`config.mk`:
```
export PLATFORM = sky130hd
export DESIGN_NAME = dropout_mask_sequencer
export DESIGN_NICKNAME = d
export VERILOG_FILES = /design/src/rtl/dropout_mask_sequencer.sv
export SDC_FILE = /design/constraint.sdc
export NUM_CORES = 1
export LEC_CHECK = 0
export CORE_MARGIN = 1
export CORE_UTILIZATION = 35
export CTS_CLUSTER_DIAMETER = 60
export DETAILED_ROUTE_END_ITERATION = 12
export GPL_ROUTABILITY_DRIVEN = 0
export PLACE_DENSITY = 0.62
export SETUP_SLACK_MARGIN = 0.4
export SYNTH_ARGS = -nofsm -noshare
export SYNTH_HDL_FRONTEND = slang
export SYNTH_SLANG_ARGS = --single-unit
```
`constraint.sdc`:
```
create_clock -name clk -period 5.46 [get_ports clk]
set_input_delay 1.092 -clock clk [delete_from_list [all_inputs] [get_ports clk]]
set_output_delay 1.092 -clock clk [all_outputs]
set_load 0.01 [all_outputs]
```
`src/rtl/dropout_mask_sequencer.sv`:
```
// Dropout mask sequencer for an 8-lane neuron datapath.
// A Galois LFSR builds a per-lane keep mask one lane per cycle. The mask is
// held for a batch of vectors, then rebuilt. Train-mode vectors are masked and
// upscaled. Inference-mode vectors pass through unchanged.
//
// Handshake: a vector moves on a rising edge where valid & ready are both high.
// valid never waits for ready. Data is held stable while valid is high and
// ready is low. in_ready is high only in RUN, and only while the single output
// register is empty or being drained in the same cycle.
module dropout_mask_sequencer #(
  parameter int          LANES       = 8,
  parameter int          DW          = 8,
  parameter int          THRESH      = 128,
  parameter logic [15:0] SEED        = 16'hACE1,
  parameter int          SCALE_SHIFT = 1
) (
  input  logic                  clk,
  input  logic                  reset,
  input  logic                  train_en,
  input  logic                  seed_load,
  input  logic [15:0]           seed_in,
  input  logic [7:0]            batch_len,
  input  logic                  in_valid,
  output logic                  in_ready,
  input  logic [LANES*DW-1:0]   in_data,
  output logic                  out_valid,
  input  logic                  out_ready,
  output logic [LANES*DW-1:0]   out_data,
  output logic [LANES-1:0]      out_mask,
  output logic [15:0]           mask_epoch
);

  typedef enum logic [1:0] {IDLE, GEN, RUN} state_t;

  localparam logic [8:0] THRESH9 = 9'(THRESH);

  state_t               state;
  logic [15:0]          lfsr;
  logic [2:0]           gen_cnt;
  logic [7:0]           vec_cnt;
  logic [LANES-1:0]     mask;

  logic [15:0]          lfsr_next;
  logic                 keep_bit;
  logic                 accept;
  logic [7:0]           last_idx;
  logic [LANES*DW-1:0]  train_data;
  logic [2*DW-1:0]      wide;
  logic [DW-1:0]        lane_sat;

  // Galois step with taps 0xB400 and the keep decision for the lane being built
  assign lfsr_next = {1'b0, lfsr[15:1]} ^ (lfsr[0] ? 16'hB400 : 16'h0000);
  assign keep_bit  = ({1'b0, lfsr_next[7:0]} >= THRESH9);

  // A batch length of zero behaves as one vector per mask
  assign last_idx = (batch_len == 8'd0) ? 8'd0 : batch_len - 8'd1;

  assign in_ready = (state == RUN) && (!out_valid || out_ready);
  assign accept   = in_valid && in_ready;

  // Masked and saturating-upscaled copy of the input vector for train mode
  always_comb begin
    train_data = '0;
    wide       = '0;
    lane_sat   = '0;
    for (int i = 0; i < LANES; i++) begin
      wide     = {{DW{1'b0}}, in_data[i*DW +: DW]} << SCALE_SHIFT;
      lane_sat = (wide > 16'd255) ? 8'hFF : wide[DW-1:0];
      train_data[i*DW +: DW] = mask[i] ? lane_sat : '0;
    end
  end

  // Mask generation FSM, batch counting and the output register
  always_ff @(posedge clk) begin
    if (!reset) begin
      state      <= IDLE;
      lfsr       <= SEED;
      gen_cnt    <= 3'd0;
      vec_cnt    <= 8'd0;
      mask       <= '0;
      out_valid  <= 1'b0;
      out_data   <= '0;
      out_mask   <= '0;
      mask_epoch <= 16'd0;
    end else begin
      if (accept) begin
        out_valid <= 1'b1;
        if (train_en) begin
          out_data <= train_data;
          out_mask <= mask;
        end else begin
          out_data <= in_data;
          out_mask <= '1;
        end
      end else if (out_ready) begin
        out_valid <= 1'b0;
      end

      case (state)
        IDLE: begin
          state   <= GEN;
          gen_cnt <= 3'd0;
        end
        GEN: begin
          lfsr          <= lfsr_next;
          mask[gen_cnt] <= keep_bit;
          gen_cnt       <= gen_cnt + 3'd1;
          if (gen_cnt == 3'd7) begin
            vec_cnt <= 8'd0;
            state   <= RUN;
            // An aborted generation never counts as a completed one
            if (!seed_load) mask_epoch <= mask_epoch + 16'd1;
          end
        end
        RUN: begin
          if (accept && train_en) begin
            // >= so that a shrunk batch_len closes the batch immediately
            if (vec_cnt >= last_idx) begin
              state   <= GEN;
              gen_cnt <= 3'd0;
              vec_cnt <= 8'd0;
            end else begin
              vec_cnt <= vec_cnt + 8'd1;
            end
          end
        end
        default: state <= IDLE;
      endcase

      // Reseeding restarts generation from any state and leaves the output alone
      if (seed_load) begin
        lfsr    <= (seed_in == 16'd0) ? SEED : seed_in;
        vec_cnt <= 8'd0;
        gen_cnt <= 3'd0;
        state   <= GEN;
      end
    end
  end

endmodule

```
# ---- After elaboration in Yosys (flattened, before gate mapping)
# Cells that the tools add are included.
dict set report totals {
  output_inout_bits 90
  input_bits 94
  ff_bits 126
}
dict set report op_classes {
  bitwise 3
  n_addsub 4
  mux 40
  n_reduce_logical 19
  eq_ne 9
  magnitude_cmp 12
}
# op count
set op_table {}
lappend op_table {{$mux 8} 21}
lappend op_table {{$gt 9x8->1 const B} 8}
lappend op_table {{$mux 16} 4}
lappend op_table {{$mux 64} 1}
lappend op_table {{$add 16x1->16 const B} 1}
lappend op_table {{$logic_not 16->1} 1}
lappend op_table {{$pmux 8 s2} 1}
lappend op_table {{$xor 15x16->16} 1}
lappend op_table {{$reduce_and 3->1} 5}
lappend op_table {{$pmux 3 s3} 1}
lappend op_table {{$add 8x1->8 const B} 1}
lappend op_table {{$bwmux 8} 1}
lappend op_table {{$ge 8x8->1} 1}
lappend op_table {{$ge 8x8->1 const B} 1}
lappend op_table {{$logic_not 8->1} 1}
lappend op_table {{$sub 8x1->8 const B} 1}
lappend op_table {{$mux 2} 3}
lappend op_table {{$mux 3} 2}
lappend op_table {{$ne 3x2->1 const B} 2}
lappend op_table {{$pmux 2 s3} 1}
lappend op_table {{$reduce_bool 2->1} 3}
lappend op_table {{$logic_and 1x1->1} 4}
lappend op_table {{$lt 3x4->1 const B} 1}
lappend op_table {{$mux 1} 4}
lappend op_table {{15 further kinds} 17}

# ---- Logic depth before layout (Yosys ltp)
dict set report logic_depth {
  word_depth 8
  depth_mapped 13
  ltp_nobuf 12
}

# ---- Worst setup path after synthesis
# Ideal clock, no wire load.
dict set report synth_path {
  kind {input to register}
  startpoint {input batch_len[0]}
  endpoint {register vec_cnt[7]}
  setup_slack_ps 1962
  t_required_ps 5386
  setup_ps 74
  n_path_buf 1
  t_arrival_ps 3424
  stages 13
  path_cell_list {inv_1 > ha_1 > nor2b_1 > nand3b_1 > or3_1 > and2_1 > ha_1 > and3_1 > o21ai_0 > a31o_2 > clkbuf_1 > nand4_1 > a31oi_1}
}
dict set report synth_via {
  elab_chain_cells 6
  elab_cells_between_ends 7
  cone_classes {1 x add/sub; 1 x order compare; 4 x mux; 1 x reduce/logical}
}
# element line_no
set synth_rtl {}
lappend synth_rtl {{start: declaration} 22} ;# input logic [7:0] batch_len,
lappend synth_rtl {{$sub 8x1->8 / $logic_not 8->1 (equally long branches)} 56} ;# assign last_idx = (batch_len == 8'd0) ? 8'd0 : batch_len - 8'd1;
lappend synth_rtl {{$mux 8 *} 56}
lappend synth_rtl {{$ge 8x8->1 *} 118} ;# if (vec_cnt >= last_idx) begin
lappend synth_rtl {{$mux 8 *} 118}
lappend synth_rtl {{$mux 8 *} 116} ;# if (accept && train_en) begin
lappend synth_rtl {{$pmux 8 s2 *} 99} ;# case (state)
lappend synth_rtl {{end signal: assignment} 123} ;# vec_cnt <= vec_cnt + 8'd1;
lappend synth_rtl {{end: declaration} 40} ;# logic [7:0] vec_cnt;
# Mark *: on every way between the ends. The rest lies on a longest branch, timed or not. The select of a mux whose other input is x is not followed.
# A chain may end at the register's enable or synchronous reset.

# ---- Worst setup path in the final report
dict set report layout_path {
  startpoint {input batch_len[0]}
  endpoint {register state[0]}
}
dict set report layout_via {
  elab_chain_cells 5
  elab_cells_between_ends 6
  cone_classes {1 x add/sub; 1 x order compare; 1 x eq/ne; 1 x mux; 2 x reduce/logical}
}
# element line_no
set layout_rtl {}
lappend layout_rtl {{$sub 8x1->8 / $logic_not 8->1 (equally long branches)} 56}
lappend layout_rtl {{$mux 8 *} 56}
lappend layout_rtl {{$ge 8x8->1 *} 118}
lappend layout_rtl {{$ne 3x2->1 (no source line) *} -}
lappend layout_rtl {{$reduce_and 3->1 (no source line) *} -}
lappend layout_rtl {{end signal: assignment} 119} ;# state <= GEN;
lappend layout_rtl {{end signal: assignment} 127} ;# default: state <= IDLE;
lappend layout_rtl {{end signal: assignment} 135} ;# state <= GEN;
lappend layout_rtl {{end: declaration} 37} ;# state_t state;
# Mark *: on every way between the ends. The rest lies on a longest branch, timed or not.

==> qor.yml <==
status:
  violations: "design-rule violations"
  outcome: "complete, but fails checks"
timing:
  max_clock_freq_mhz: 258
  fin_crit_sh_pct: 70.9
  rsz0062_at_grt: "false"
  skew_ns: 0.00956
  slew_headroom_pct: 28.5
  tightest_slew_ns: 1.07
  setup_viol: 0
  fin_crit_ns: 3.87
  hold_viol_final: 0
  tns_ns: 0
  maxSlewViolCount: 0
final_layout:
  drive_gt1_share_pct: 4.44
  fillers: 1796
  fin_nets: 998
  syn_to_final_growth_pct: 36.2
  utilization_pct: 49.3
  layout_commonest_cell: "clkdlybuf4s50_1"
  mostFrequentLayoutCells: "clkdlybuf4s50_1, dfxtp_1, nand3_1"
  diodes: 0
hold_path:
  min_to: "out_data[15]"
  min_path_type: "register to register"
  holdPathStages: 2
  hp-start: "out_data[15]"
synthesis:
  syn_area_mm2: 0.00659
  synth_warnings: 0
  ys_seq_area_share_pct: 38.3
  ys_async_sr_fraction_pct: 0
  yosys_most_used_dff: "dfxtp_1"
  synth_seq_cells: 126
  synth_edf_count: 0
  synth_nets: 865
  syn-mean-instance-area_um2: 8.69
  synth_cell_types: 47
  synthCells: 758
route:
  drt-initial-drc-count: 330
  drc: 4
  first_pass_iters: 9
  viasPerCell: 5.22
  routed_wl_um: 17300
  num_vias: 5902
  wl_per_cell_um: 15.3
  ant_nets: 0
floorplan:
  ioPinCount: 184
  die_w_um: 139
  core-area_mm2: 0.0182
  dieArea_mm2: 0.0194
  start_util_pct: 36.2
  die_h_um: 139
  rows: 49
global_route:
  grt_pass1_vias: 5461
  grt_pass1_wl_um: 28000
  grt.overflow.total: 0
  antenna_found_initial: 0
  grt_max_degree: 131
  grt.total_usage_pct: 18.0
critical_path:
  r2r-start: "gen_cnt[0]"
  crit_type: "primary input to register"
  worstReg2RegEnd: "mask_epoch[12]"
  rrSetupSlack_ns: 3.04
  cp_max_fo: 15
  critPathCaptureType: "register"
  critPathLaunchType: "primary input"
  worst-r2r-cell-count: 7
  crit_required_ns: 5.76
  cp.arrival_ns: 4.17
clock_tree:
  clk_latency_ns: 0.42
  numCtsBuffers: 17
  postCtsHoldBufs: 0
  root_buffer: "clkbuf_16"
  cts_sinks: 126
  cts_max_path_buffers: 2
  post-cts-setup-buffer-count: 0
  cts_tree: "built"
  htreeDepth: 4
  postCtsResizedCells: 0
  clkTransAtPathRegs_ns: 0.05
placed_design:
  hpwl_um: 11500
  io_buffers: 183
pwr:
  leakage_nw: 3.85
  powerDensity_mw_per_mm2: 240
  ir_drop_v: 0.000231
job:
  cap_violations: 0
[critical path, stage by stage]
cell and delay [ns]:
clkdlybuf4s50_1 0.42, inv_1 0.08, ha_1 0.16, nor2b_1 0.26, nand3b_1 0.16, or3_1 0.41, and2_1 0.19, ha_1 0.26
and3_1 0.13, o21ai_0 0.15, a31o_2 0.37, a21oi_1 0.21, o221a_2 0.26
[report_power, final]
group / switching (mW) / internal [mW] / total (mW)
registers: 0.00859 / 0.929 / 0.938
logic: 0.0855 / 0.101 / 0.187
clock network: 0.404 / 0.626 / 1.03
[per-stage QoR]
stage | instance area, um2 | hold WS (ns) | instances | worst slack, ns | power (mW)
floorplan | 6590 | 0.468 | 758 | 1.96 | 1.05
global placement | 8460 | 0.450 | 1101 | 1.26 | 1.14
detailed placement | 8460 | 0.460 | 1101 | 1.17 | 1.14
CTS | 8980 | 0.471 | 1130 | 1.57 | 2.19
global route | 8980 | 0.493 | 1130 | 1.27 | 2.25
finish | 8980 | 0.467 | 1130 | 1.59 | 2.15
[cells in the mapped netlist, types with 2 or more instances]
library cell,n,area [um2]
dfxtp_1,126,2520
nand3_1,82,410
o211a_1,64,641
nand2b_1,61,382
o211ai_1,49,368
clkbuf_1,48,180
nand2_1,48,180
nor2b_1,28,175
nor2_1,27,101
mux2i_1,22,220
and2_1,21,131
a21oi_1,15,75.1
o21ai_0,15,75.1
buf_2,14,70.1
ha_1,13,163
or3_1,11,68.8
a21boi_0,10,75.1
nand4_1,10,62.6
xor2_1,10,87.6
buf_1,9,33.8
xnor2_1,9,78.8
inv_1,8,30.0
o22ai_1,8,50.1
nor3_1,7,35.0
nor4_1,7,43.8
a41oi_1,5,43.8
and3_1,5,31.3
nand3b_1,3,22.5
nor3b_1,3,22.5
a211oi_1,2,15.0
nand4bb_1,2,22.5
[worst max path at each step]
stage / from / to / slack, ns / cells after the start
finish: batch_len[0] / state[0] / 1.59 / 13
global route: batch_len[0] / gen_cnt[1] / 1.27 / 13
CTS: batch_len[0] / state[0] / 1.57 / 13
detailed placement: batch_len[0] / state[0] / 1.17 / 13
global placement: batch_len[0] / state[0] / 1.26 / 13
floorplan: batch_len[0] / vec_cnt[7] / 1.96 / 13
[state kept, by name (all words and copies together) (netlist names)]
signal,flops
gen_cnt,3
lfsr,16
mask,8
mask_epoch,16
out_data,64
out_mask,8
out_valid,1
state,2
vec_cnt,8
[kinds of logic after synthesis]
| family | after synthesis | share of synthesized area, % |
|---|---|---|
| AOI/OAI and AO/OA | 175 | 21.5 |
| xor gates and xnor gates | 19 | 2.53 |
| adders and majority gates | 13 | 2.47 |
| buffers and inverters | 80 | 4.88 |
| DFF | 126 | 38.3 |
| muxes | 22 | 3.34 |
| and+or+nand+nor | 323 | 27.0 |
[routing by layer]
metal  up-vias  track usage (%)  share of wire, %
met1      2734             22.7                47
met2       137             27.8                44
li1       3012                -                 -
met5         -                0                 0
met4         0             6.78               1.9
met3        19             6.68               7.2
[cell type report]
| class | instances | area (um2) | area share [%] |
|---|---|---|---|
| multi-input combinational | 552 | 3750 | 41.8 |
| sequential | 126 | 2520 | 28.1 |
| timing repair buffer | 186 | 1860 | 20.7 |
| tap | 229 | 287 | 3.19 |
| clock inverter | 7 | 67.6 | 0.753 |
| clock buffer | 22 | 454 | 5.06 |
| inverter | 8 | 30.0 | 0.334 |
(Power assumes the default switching activity.)
